--- src/rtl/alveo_u50_rst_seq_if.sv ---
// Signal bundle for the Alveo U50 reset sequencer.
// The slave modport is the sequencer's view; the master modport is the environment's view.
interface alveo_u50_rst_seq_if;
  logic       idelay_rdy;
  logic       soft_rst_req;
  logic       rst_core;
  logic       rst_periph;
  logic       rst_user;
  logic       seq_done;
  logic       timeout_err;
  logic [7:0] rdy_loss_cnt;
  logic [2:0] seq_state;
  logic       heartbeat;

  modport slave (
    input  idelay_rdy,
    input  soft_rst_req,
    output rst_core,
    output rst_periph,
    output rst_user,
    output seq_done,
    output timeout_err,
    output rdy_loss_cnt,
    output seq_state,
    output heartbeat
  );

  modport master (
    output idelay_rdy,
    output soft_rst_req,
    input  rst_core,
    input  rst_periph,
    input  rst_user,
    input  seq_done,
    input  timeout_err,
    input  rdy_loss_cnt,
    input  seq_state,
    input  heartbeat
  );
endinterface

--- src/rtl/alveo_u50_rst_seq.sv ---
// Staged reset release sequencer: waits for IDELAYCTRL ready, then releases core, peripheral
// and user resets in turn, each held STAGE_DLY cycles. Loss of ready or a software request
// restarts the sequence; a ready timeout parks the sequencer in an error state.
// Optional feature: define RST_SEQ_HEARTBEAT_EN for a heartbeat toggle while running.
module alveo_u50_rst_seq #(
  parameter int unsigned STAGE_DLY   = 1024,
  parameter int unsigned RDY_TIMEOUT = 2000000
) (
  input logic                sys_clk,
  input logic                sys_rst,
  alveo_u50_rst_seq_if.slave bus
);

  typedef enum logic [2:0] {
    StIdle      = 3'd0,
    StWaitRdy   = 3'd1,
    StRelCore   = 3'd2,
    StRelPeriph = 3'd3,
    StRelUser   = 3'd4,
    StRun       = 3'd5,
    StErr       = 3'd6
  } state_e;

  localparam logic [15:0] StageLast = 16'(STAGE_DLY - 1);
  localparam logic [23:0] TmoLast   = 24'(RDY_TIMEOUT - 1);

  state_e      state_q, state_d;
  logic        rdy_meta_q, rdy_s;
  logic [15:0] stage_cnt_q, stage_cnt_d;
  logic [23:0] tmo_cnt_q, tmo_cnt_d;
  logic [7:0]  loss_cnt_q, loss_cnt_d;
  logic        rdy_loss, leave, stage_done, restart;

  // Two-flop synchronizer for the asynchronous IDELAYCTRL ready.
  always_ff @(posedge sys_clk) begin
    if (sys_rst) begin
      rdy_meta_q <= 1'b0;
      rdy_s      <= 1'b0;
    end else begin
      rdy_meta_q <= bus.idelay_rdy;
      rdy_s      <= rdy_meta_q;
    end
  end

  // Next-state, counter and loss-count logic.
  always_comb begin
    state_d    = state_q;
    rdy_loss   = (state_q inside {StRelCore, StRelPeriph, StRelUser, StRun}) && !rdy_s;
    leave      = rdy_loss || bus.soft_rst_req;
    stage_done = (stage_cnt_q == StageLast);
    case (state_q)
      StIdle: state_d = StWaitRdy;
      StWaitRdy: begin
        // Ready beats the timeout when both land on the same cycle.
        if (bus.soft_rst_req)        state_d = StWaitRdy;
        else if (rdy_s)              state_d = StRelCore;
        else if (tmo_cnt_q == TmoLast) state_d = StErr;
      end
      StRelCore: begin
        if (leave)           state_d = StWaitRdy;
        else if (stage_done) state_d = StRelPeriph;
      end
      StRelPeriph: begin
        if (leave)           state_d = StWaitRdy;
        else if (stage_done) state_d = StRelUser;
      end
      StRelUser: begin
        if (leave)           state_d = StWaitRdy;
        else if (stage_done) state_d = StRun;
      end
      StRun: begin
        if (leave) state_d = StWaitRdy;
      end
      StErr: begin
        // Ready returning is deliberately ignored; only software or sys_rst leaves here.
        if (bus.soft_rst_req) state_d = StWaitRdy;
      end
      default: state_d = StWaitRdy;
    endcase

    // A soft request re-enters WAIT_RDY even from WAIT_RDY, so it also counts as an entry.
    restart     = (state_d != state_q) || bus.soft_rst_req;
    stage_cnt_d = restart ? 16'd0 : stage_cnt_q + 16'd1;
    tmo_cnt_d   = (restart || (state_q != StWaitRdy)) ? 24'd0 : tmo_cnt_q + 24'd1;
    loss_cnt_d  = (rdy_loss && (loss_cnt_q != 8'hFF)) ? loss_cnt_q + 8'd1 : loss_cnt_q;
  end

  // State and counter registers.
  always_ff @(posedge sys_clk) begin
    if (sys_rst) begin
      state_q     <= StIdle;
      stage_cnt_q <= 16'd0;
      tmo_cnt_q   <= 24'd0;
      loss_cnt_q  <= 8'd0;
    end else begin
      state_q     <= state_d;
      stage_cnt_q <= stage_cnt_d;
      tmo_cnt_q   <= tmo_cnt_d;
      loss_cnt_q  <= loss_cnt_d;
    end
  end

  assign bus.rst_core     = (state_q inside {StIdle, StWaitRdy, StErr});
  assign bus.rst_periph   = bus.rst_core || (state_q == StRelCore);
  assign bus.rst_user     = bus.rst_periph || (state_q == StRelPeriph);
  assign bus.seq_done     = (state_q == StRun);
  assign bus.timeout_err  = (state_q == StErr);
  assign bus.rdy_loss_cnt = loss_cnt_q;
  assign bus.seq_state    = state_q;

`ifdef RST_SEQ_HEARTBEAT_EN
  logic [23:0] hb_cnt_q;
  logic        hb_q;

  // Free-running counter in RUN only; heartbeat flips on every wrap.
  always_ff @(posedge sys_clk) begin
    if (sys_rst) begin
      hb_cnt_q <= 24'd0;
      hb_q     <= 1'b0;
    end else if (state_q == StRun) begin
      hb_cnt_q <= hb_cnt_q + 24'd1;
      if (hb_cnt_q == 24'hFFFFFF) hb_q <= ~hb_q;
    end else begin
      hb_cnt_q <= 24'd0;
    end
  end

  assign bus.heartbeat = hb_q;
`else
  assign bus.heartbeat = 1'b0;
`endif

endmodule

--- src/flat_wrapper.sv ---
// flat-port wrapper written by rule: the top's interface ports become plain ports
module alveo_u50_rst_seq_flat 
#(
  parameter int unsigned STAGE_DLY   = 1024,
  parameter int unsigned RDY_TIMEOUT = 2000000
)
  (sys_clk, sys_rst, bus_idelay_rdy, bus_soft_rst_req, bus_rst_core, bus_rst_periph, bus_rst_user, bus_seq_done, bus_timeout_err, bus_rdy_loss_cnt, bus_seq_state, bus_heartbeat);
  alveo_u50_rst_seq_if bus_i ();
  input logic sys_clk;
  input logic sys_rst;
  input wire logic [$bits(bus_i.idelay_rdy)-1:0] bus_idelay_rdy;
  input wire logic [$bits(bus_i.soft_rst_req)-1:0] bus_soft_rst_req;
  output wire logic [$bits(bus_i.rst_core)-1:0] bus_rst_core;
  output wire logic [$bits(bus_i.rst_periph)-1:0] bus_rst_periph;
  output wire logic [$bits(bus_i.rst_user)-1:0] bus_rst_user;
  output wire logic [$bits(bus_i.seq_done)-1:0] bus_seq_done;
  output wire logic [$bits(bus_i.timeout_err)-1:0] bus_timeout_err;
  output wire logic [$bits(bus_i.rdy_loss_cnt)-1:0] bus_rdy_loss_cnt;
  output wire logic [$bits(bus_i.seq_state)-1:0] bus_seq_state;
  output wire logic [$bits(bus_i.heartbeat)-1:0] bus_heartbeat;
  assign bus_i.idelay_rdy = bus_idelay_rdy;
  assign bus_i.soft_rst_req = bus_soft_rst_req;
  assign bus_rst_core = bus_i.rst_core;
  assign bus_rst_periph = bus_i.rst_periph;
  assign bus_rst_user = bus_i.rst_user;
  assign bus_seq_done = bus_i.seq_done;
  assign bus_timeout_err = bus_i.timeout_err;
  assign bus_rdy_loss_cnt = bus_i.rdy_loss_cnt;
  assign bus_seq_state = bus_i.seq_state;
  assign bus_heartbeat = bus_i.heartbeat;
  alveo_u50_rst_seq #(.STAGE_DLY(STAGE_DLY), .RDY_TIMEOUT(RDY_TIMEOUT)) u_core (.sys_clk(sys_clk), .sys_rst(sys_rst), .bus(bus_i));
endmodule
--- config.mk ---
export PLATFORM = sky130hd
export DESIGN_NAME = alveo_u50_rst_seq_flat
export DESIGN_NICKNAME = d
export VERILOG_FILES = /design/src/rtl/alveo_u50_rst_seq_if.sv /design/src/rtl/alveo_u50_rst_seq.sv /design/src/flat_wrapper.sv
export SDC_FILE = /design/constraint.sdc
export NUM_CORES = 1
export LEC_CHECK = 0
export BUFFER_PORTS_ARGS = -buffer_cell sky130_fd_sc_hd__buf_2
export CAP_MARGIN = 30
export CORE_MARGIN = 2
export CORE_UTILIZATION = 64
export CTS_BUF_LIST = sky130_fd_sc_hd__clkbuf_16
export DETAILED_ROUTE_END_ITERATION = 6
export PLACE_DENSITY = 0.82
export SLEW_MARGIN = 20
export SYNTH_ARGS = -nofsm -noshare
export SYNTH_HDL_FRONTEND = slang
export SYNTH_SLANG_ARGS = --single-unit
--- constraint.sdc ---
create_clock -name sys_clk -period 5.1 [get_ports sys_clk]
set_input_delay 0.765 -clock sys_clk [delete_from_list [all_inputs] [get_ports sys_clk]]
set_output_delay 0.765 -clock sys_clk [all_outputs]
set_load 0.005 [all_outputs]
==> results of run 1 <==
final cells by class:
class / instances / area [um2] / area share
clock inverter: 3 / 15.0 / 0.00530
timing repair buffer: 20 / 103 / 0.0362
clock buffer: 5 / 125 / 0.0442
sequential: 53 / 1060 / 0.375
inverter: 7 / 26.3 / 0.00928
tap: 50 / 62.6 / 0.0221
multi-input combinational: 226 / 1440 / 0.508
path summary, 6_finish.rpt:
| path | from | to | slack [ns] | depth (start not counted) |
|---|---|---|---|---|
| setup / recovery | u_core.stage_cnt_q[0] | u_core.stage_cnt_q[6] | 2.71 | 6 |
| setup reg to reg | u_core.stage_cnt_q[0] | u_core.stage_cnt_q[6] | 2.71 | 6 |
| hold / removal | u_core.rdy_meta_q | u_core.rdy_s | 0.44 | 1 |
| hold reg to reg | u_core.rdy_meta_q | u_core.rdy_s | 0.44 | 1 |
registers in the layout (all words and copies together) (netlist names):
signal / count
u_core.tmo_cnt_q: 24
u_core.stage_cnt_q: 16
u_core.bus.rdy_loss_cnt: 8
u_core.bus.seq_state: 3
u_core.rdy_meta_q: 1
u_core.rdy_s: 1
worst register-to-register path: stages, from the launching register on:
cell and delay (ns):
dfxtp_1 0.38, ha_1 0.22, nand4_1 0.26, nor4_4 0.52
nor4b_1 0.15, o32ai_4 0.62, nor3_1 0.11
synth_stat cells (2+ instances only):
cell / n / area share
a211oi_1: 2 / 0.0057
a21oi_1: 2 / 0.0038
and3_1: 5 / 0.012
and4_1: 4 / 0.013
buf_2: 3 / 0.0057
buf_4: 2 / 0.0057
buf_6: 3 / 0.013
clkbuf_1: 3 / 0.0043
clkbuf_8: 3 / 0.016
dfxtp_1: 53 / 0.40
ha_1: 3 / 0.014
inv_1: 7 / 0.0099
nand2_1: 20 / 0.028
nand2b_1: 2 / 0.0047
nand3_1: 23 / 0.044
nand4_1: 9 / 0.021
nor2_1: 27 / 0.038
nor2b_1: 4 / 0.0095
nor3_1: 47 / 0.089
nor4_1: 3 / 0.0071
nor4b_1: 3 / 0.0099
o21ai_0: 3 / 0.0057
or2b_2: 2 / 0.0066
xnor2_1: 19 / 0.063
xor2_1: 25 / 0.083
power by group:
group          internal (mW)  total, mW  switching, mW
Combinational        0.00653     0.0237         0.0172
Sequential             0.416      0.420        0.00401
Clock                  0.178      0.320          0.142
Total                  0.601      0.764          0.163
metal layers:
metal	vias up	part of all wire	wire length [um]	track usage
met1	1009	0.47	2300	0.314
li1	1081	-	-	-
met3	7	0.058	285	0.0543
met2	63	0.46	2230	0.375
met5	-	0	0	0
met4	0	0.014	70	0.0825
stage by stage:
stage | cells | util | cell area, um2 | hold slack (ns)
3_5_place_dp | 356 | 0.673 | 2690 | 0.444
5_1_grt | 364 | 0.708 | 2830 | 0.461
3_3_place_gp | 356 | 0.673 | 2690 | 0.435
6_report | 364 | 0.708 | 2830 | 0.443
2_1_floorplan | 300 | - | 2640 | 0.414
4_1_cts | 364 | 0.708 | 2830 | 0.454
logic make-up after synthesis:
kind of cell	synth area share
AOI/OAI and AO/OA	0.0558
xor gates and xnor gates	0.146
adders and majority gates	0.0142
buffers and inverters	0.0539
DFF	0.401
muxes	0.00805
other	0.00142
and+or+nand+nor	0.319
==> flow_summary_export.csv, run 1 <==
group,metric,value,unit
status,status,"finished, final reports clean",
timing,layout_setup_ws,2.71,ns
pwr,power.density,270,mW/mm2
routing,remaining_drc_errors,0,
logic_synthesis,synth.distinct_cells,48,
critical_path,path_delay_family,"simple AND/OR/NAND/NOR gates",
timing,tns,0,ns
run,max_cap_violations,0,
timing,drv_slew,0,
routing,initialDrtViolationCount,226,
logic_synthesis,synth_area_per_cell,8.81,um2
clock_network,h-tree-depth,2,
grt,gr-total-overflow,0,
grt,grt.total_usage,0.236,
floorplanning,die-area,0.00466,mm2
critical_path,endpoint_kind,"register",
logic_synthesis,synthCells,300,
critical_path,slowest_delay,0.62,ns
pwr,finalPower,0.764,mW
timing,rsz0062_at_grt,"no",
routing,first_pass_iters,4,
placement,gp_congestion,0.836,
placement,portBuffers,19,
layout,area_growth,7.15,%
clock_network,ctsResizeCount,0,
clock_network,hold_buffers,0,
timing,relSlewSlack,0.410,
timing,final_hold_viol_count,0,
critical_path,path_class,"reg -> reg",
logic_synthesis,synth-edff-count,0,
logic_synthesis,ys_ff_latch,53,
grt,grt_pass1_vias,1829,
critical_path,worstPathRequired,5.25,ns
clock_network,cts_made_buffers,5,
clock_network,cts_setup_buffers,0,
logic_synthesis,ys_warn_count,0,
layout,final_common_cell,"dfxtp_1",
worst_hold_path,hp-class,"reg -> reg",
logic_synthesis,synth_area,0.00264,mm2
routing,wirelength,4890,um
timing,worst_pin_slew,0.883,ns
layout,n_antenna_cell,0,
routing,vias,2160,
layout,layout_common_cells,"53 x dfxtp_1, 47 x nor3_1, 27 x nor2_1",
timing,period_needed,2.39,ns
floorplanning,fp.dieH,68.3,um
logic_synthesis,async_flop_share,0,
clock_network,insertion_delay,0.29,ns
clock_network,root_buffer,"clkbuf_16",
logic_synthesis,syn_nets,307,
grt,grt_max_degree,41,
timing,fin_skew,0.00838,ns
layout,final_nets,320,
critical_path,arrival,2.54,ns
timing,period_share,0.469,
critical_path,setup.worst_path.start_class,"register",
critical_path,path_buf_inv,0,
routing,vias_per_cell,5.93,
floorplanning,coreArea,0.00400,mm2
floorplanning,fp.dieW,68.3,um
layout,drive_above_1_share,0.118,
grt,grt_pass1_wl,8280,um
logic_synthesis,synth_ff_type,"dfxtp_1",
grt,grt_antenna_before_repair,0,
floorplanning,ios,21,
clock_network,clock-sinks,53,
critical_path,cp_cell_sequence,"ha_1, nand4_1, nor4_4, nor4b_1, o32ai_4, nor3_1",
pwr,p_leak,0.914,nW
critical_path,cp_max_fo,16,
timing,max_clock_freq,0.418,GHz
logic_synthesis,yosysSeqAreaShare,0.401,
routing,ant_nets,0,
placement,dpl.hpwl,3310,um
routing,wl_per_cell,13.4,um
clock_network,clockBufferDepth,2,
clock_network,clk_pin_slew,0.07,ns
floorplanning,initial_core_util,0.661,
floorplanning,num_rows,23,
pwr,ir_drop,0.226,mV
timing,finalSetupViolCount,0,
critical_path,worst_path_max_delay_cell,"o32ai_4",
layout,fill_cells,326,
clock_network,cts_tree,"done",
placement,pre_cts_slack,2.69,ns
Note: power is estimated with default switching activity, not from simulation.
==> inputs of run 2 (changes only) <==
--- a/config.mk
+++ b/config.mk
@@ -8,10 +8,10 @@
 export BUFFER_PORTS_ARGS = -buffer_cell sky130_fd_sc_hd__buf_2
 export CAP_MARGIN = 30
 export CORE_MARGIN = 2
-export CORE_UTILIZATION = 64
+export CORE_UTILIZATION = 53
 export CTS_BUF_LIST = sky130_fd_sc_hd__clkbuf_16
 export DETAILED_ROUTE_END_ITERATION = 6
-export PLACE_DENSITY = 0.82
+export PLACE_DENSITY = 0.73
 export SLEW_MARGIN = 20
 export SYNTH_ARGS = -nofsm -noshare
 export SYNTH_HDL_FRONTEND = slang
==> constraint.sdc (replaced) <==
create_clock -name sys_clk -period 2 [get_ports sys_clk]
set_input_delay 0.3 -clock sys_clk [delete_from_list [all_inputs] [get_ports sys_clk]]
set_output_delay 0.3 -clock sys_clk [all_outputs]
set_load 0.005 [all_outputs]
==> run 2 against run 1 <==
- the flow now finishes with violations (setup timing)
- sequential share of layout area is 4.4 points lower
- final area is 14% higher
- clock skew is 0.0048 ns lower
- combinational power grew to 4.6 times the previous value
- routed wire length is 20% higher
- flip-flop and latch count stayed put
- hold slack worse by 0.21 ns
- first-iteration DRC count is 4.4% lower
- clock power grew to 2.6 times the previous value
- total power grew to 2.6 times the previous value
- largest power group unchanged
==> flow_summary_export.csv, run 2 (synthesis results as in run 1) <==
group,metric,value,unit
status,status,"finished, violations left",
status,violations,"setup timing",
pwr,sw_frac_of_total,0.217,
layout,largest_reg_flops,24,
grt,grt_pass1_wl,8670,um
pwr,comb_power_share,0.055,
routing,wl_met1,2870,um
timing,fin_skew,0.00354,ns
timing,finalSetupViolCount,1,
routing,vias_per_cell,5.41,
routing,first_pass_iters,4,
layout,area_growth,21.7,%
pwr,power_switching,0.432,mW
grt,grt_pass1_vias,1954,
critical_path,setup.worst_path.start_class,"register",
pwr,power_frac_seq,0.535,
floorplanning,ios,21,
clock_network,clk_pin_slew,0.06,ns
pwr,clockPowerShare,0.410,
floorplanning,die-area,0.00557,mm2
timing,final_hold_viol_count,0,
layout,n_antenna_cell,0,
layout,final_nets,352,
critical_path,cp_max_fo,6,
layout,fill_cells,402,
layout,layout_common_cells,"50 x dfxtp_1, 47 x nor3_1, 27 x buf_4",
routing,vias,2235,
clock_network,h-tree-depth,2,
clock_network,insertion_delay,0.29,ns
critical_path,endpoint_kind,"register",
routing,top_layer,"met4",
layout,register_area,0.00106,mm2
clock_network,cts_made_buffers,5,
timing,period_needed,2.00,ns
worst_hold_path,hp-class,"in -> reg",
run,max_cap_violations,0,
placement,gp_congestion,0.852,
placement,portBuffers,19,
layout,multi_input_area,0.00149,mm2
pwr,internal_power,1.56,mW
floorplanning,num_rows,25,
timing,drv_slew,0,
critical_path,arrival,2.24,ns
routing,wirelength,5860,um
worst_hold_path,hold_start,"bus_idelay_rdy",
timing,max_clock_freq,0.500,GHz
routing,ant_nets,0,
pwr,finalPower,1.99,mW
layout,drive_above_1_share,0.234,
grt,grt_antenna_before_repair,0,
timing,layout_setup_ws,-0.000491,ns
critical_path,reg2reg_slack,-0.0005,ns
layout,final_common_cell,"dfxtp_1",
placement,dpl.hpwl,3730,um
critical_path,crit_start,"u_core.stage_cnt_q[10]",
floorplanning,initial_core_util,0.556,
grt,gr-total-overflow,0,
routing,wl_per_cell,14.2,um
routing,remaining_drc_errors,0,
clock_network,root_buffer,"clkbuf_16",
critical_path,r2r-start,"u_core.stage_cnt_q[10]",
floorplanning,fp.dieH,74.6,um
floorplanning,fp.dieW,74.6,um
layout,regMostFlops,"u_core.tmo_cnt_q",
routing,initialDrtViolationCount,216,
grt,grt.total_usage,0.200,
critical_path,path_class,"reg -> reg",
grt,grt_max_degree,41,
pwr,power.density,620,mW/mm2
clock_network,cts_tree,"done",
critical_path,worstPathRequired,2.23,ns
pwr,ir_drop,0.389,mV
placement,pre_cts_slack,-0.0462,ns
routing,met2_length,2630,um
timing,period_share,1.00,
clock_network,clockBufferDepth,2,
clock_network,clock-sinks,53,
timing,rsz0062_at_grt,"yes",
routing,wl_met3,265,um
pwr,p_leak,1.12,nW
floorplanning,coreArea,0.00475,mm2
[run 2: critical path, cell delays in order (launching register included)]
cell	delay [ns]
dfxtp_1	0.31
or4_4	0.55
nor4_4	0.21
buf_4	0.18
mux2_2	0.35
a211oi_2	0.22
o21a_1	0.13
[run 2: worst paths after layout]
kind / end / cells after the start
max: u_core.bus.seq_state[0] / 6
min: u_core.rdy_meta_q / 2
max reg2reg: u_core.bus.seq_state[0] / 6
min reg2reg: u_core.tmo_cnt_q[0] / 1
[run 2: what timing repair did]
item,4_1_cts,5_1_grt
endpoints found under the setup margin,17,42
pin swaps,1,2
resized for setup,2,10
setup buffers,1,2
gates cloned,0,3
hold buffers,0,0
[run 2: power groups by stage]
stage	Clock, mW	Combinational (mW)	Sequential (mW)
2_1_floorplan	0	0.0619	1.09
3_3_place_gp	0	0.0840	1.09
3_5_place_dp	0	0.0852	1.09
4_1_cts	0.846	0.0867	1.07
5_1_grt	0.874	0.117	1.07
6_report	0.817	0.109	1.07
[run 2: area by class of cell]
class,instances,share of cell area
well taps,67,0.0260
flip-flops and latches,53,0.331
repair buffers,52,0.128
clock inverters,3,0.00428
inverters,7,0.00816
multi-input cells,226,0.464
clock buffers,5,0.0389
[run 2: per-layer routing]
| layer | vias to the layer above | track usage |
|---|---|---|
| met3 | 10 | 0.0469 |
| met4 | 0 | 0.0813 |
| met5 | - | 0 |
| met1 | 1032 | 0.277 |
| met2 | 52 | 0.302 |
| li1 | 1141 | - |
[run 2: per-stage QoR]
stage	util	cells	setup TNS [ns]	instance area [um2]	hold slack, ns
final	0.677	413	-0.000491	3220	0.230
after global routing	0.677	413	-0.887	3220	0.279
after CTS	0.652	408	-0.0149	3100	0.227
after detailed placement	0.619	399	-0.323	2940	0.444
after global placement	0.619	399	0	2940	0.419
after floorplan	-	300	0	2650	0.372
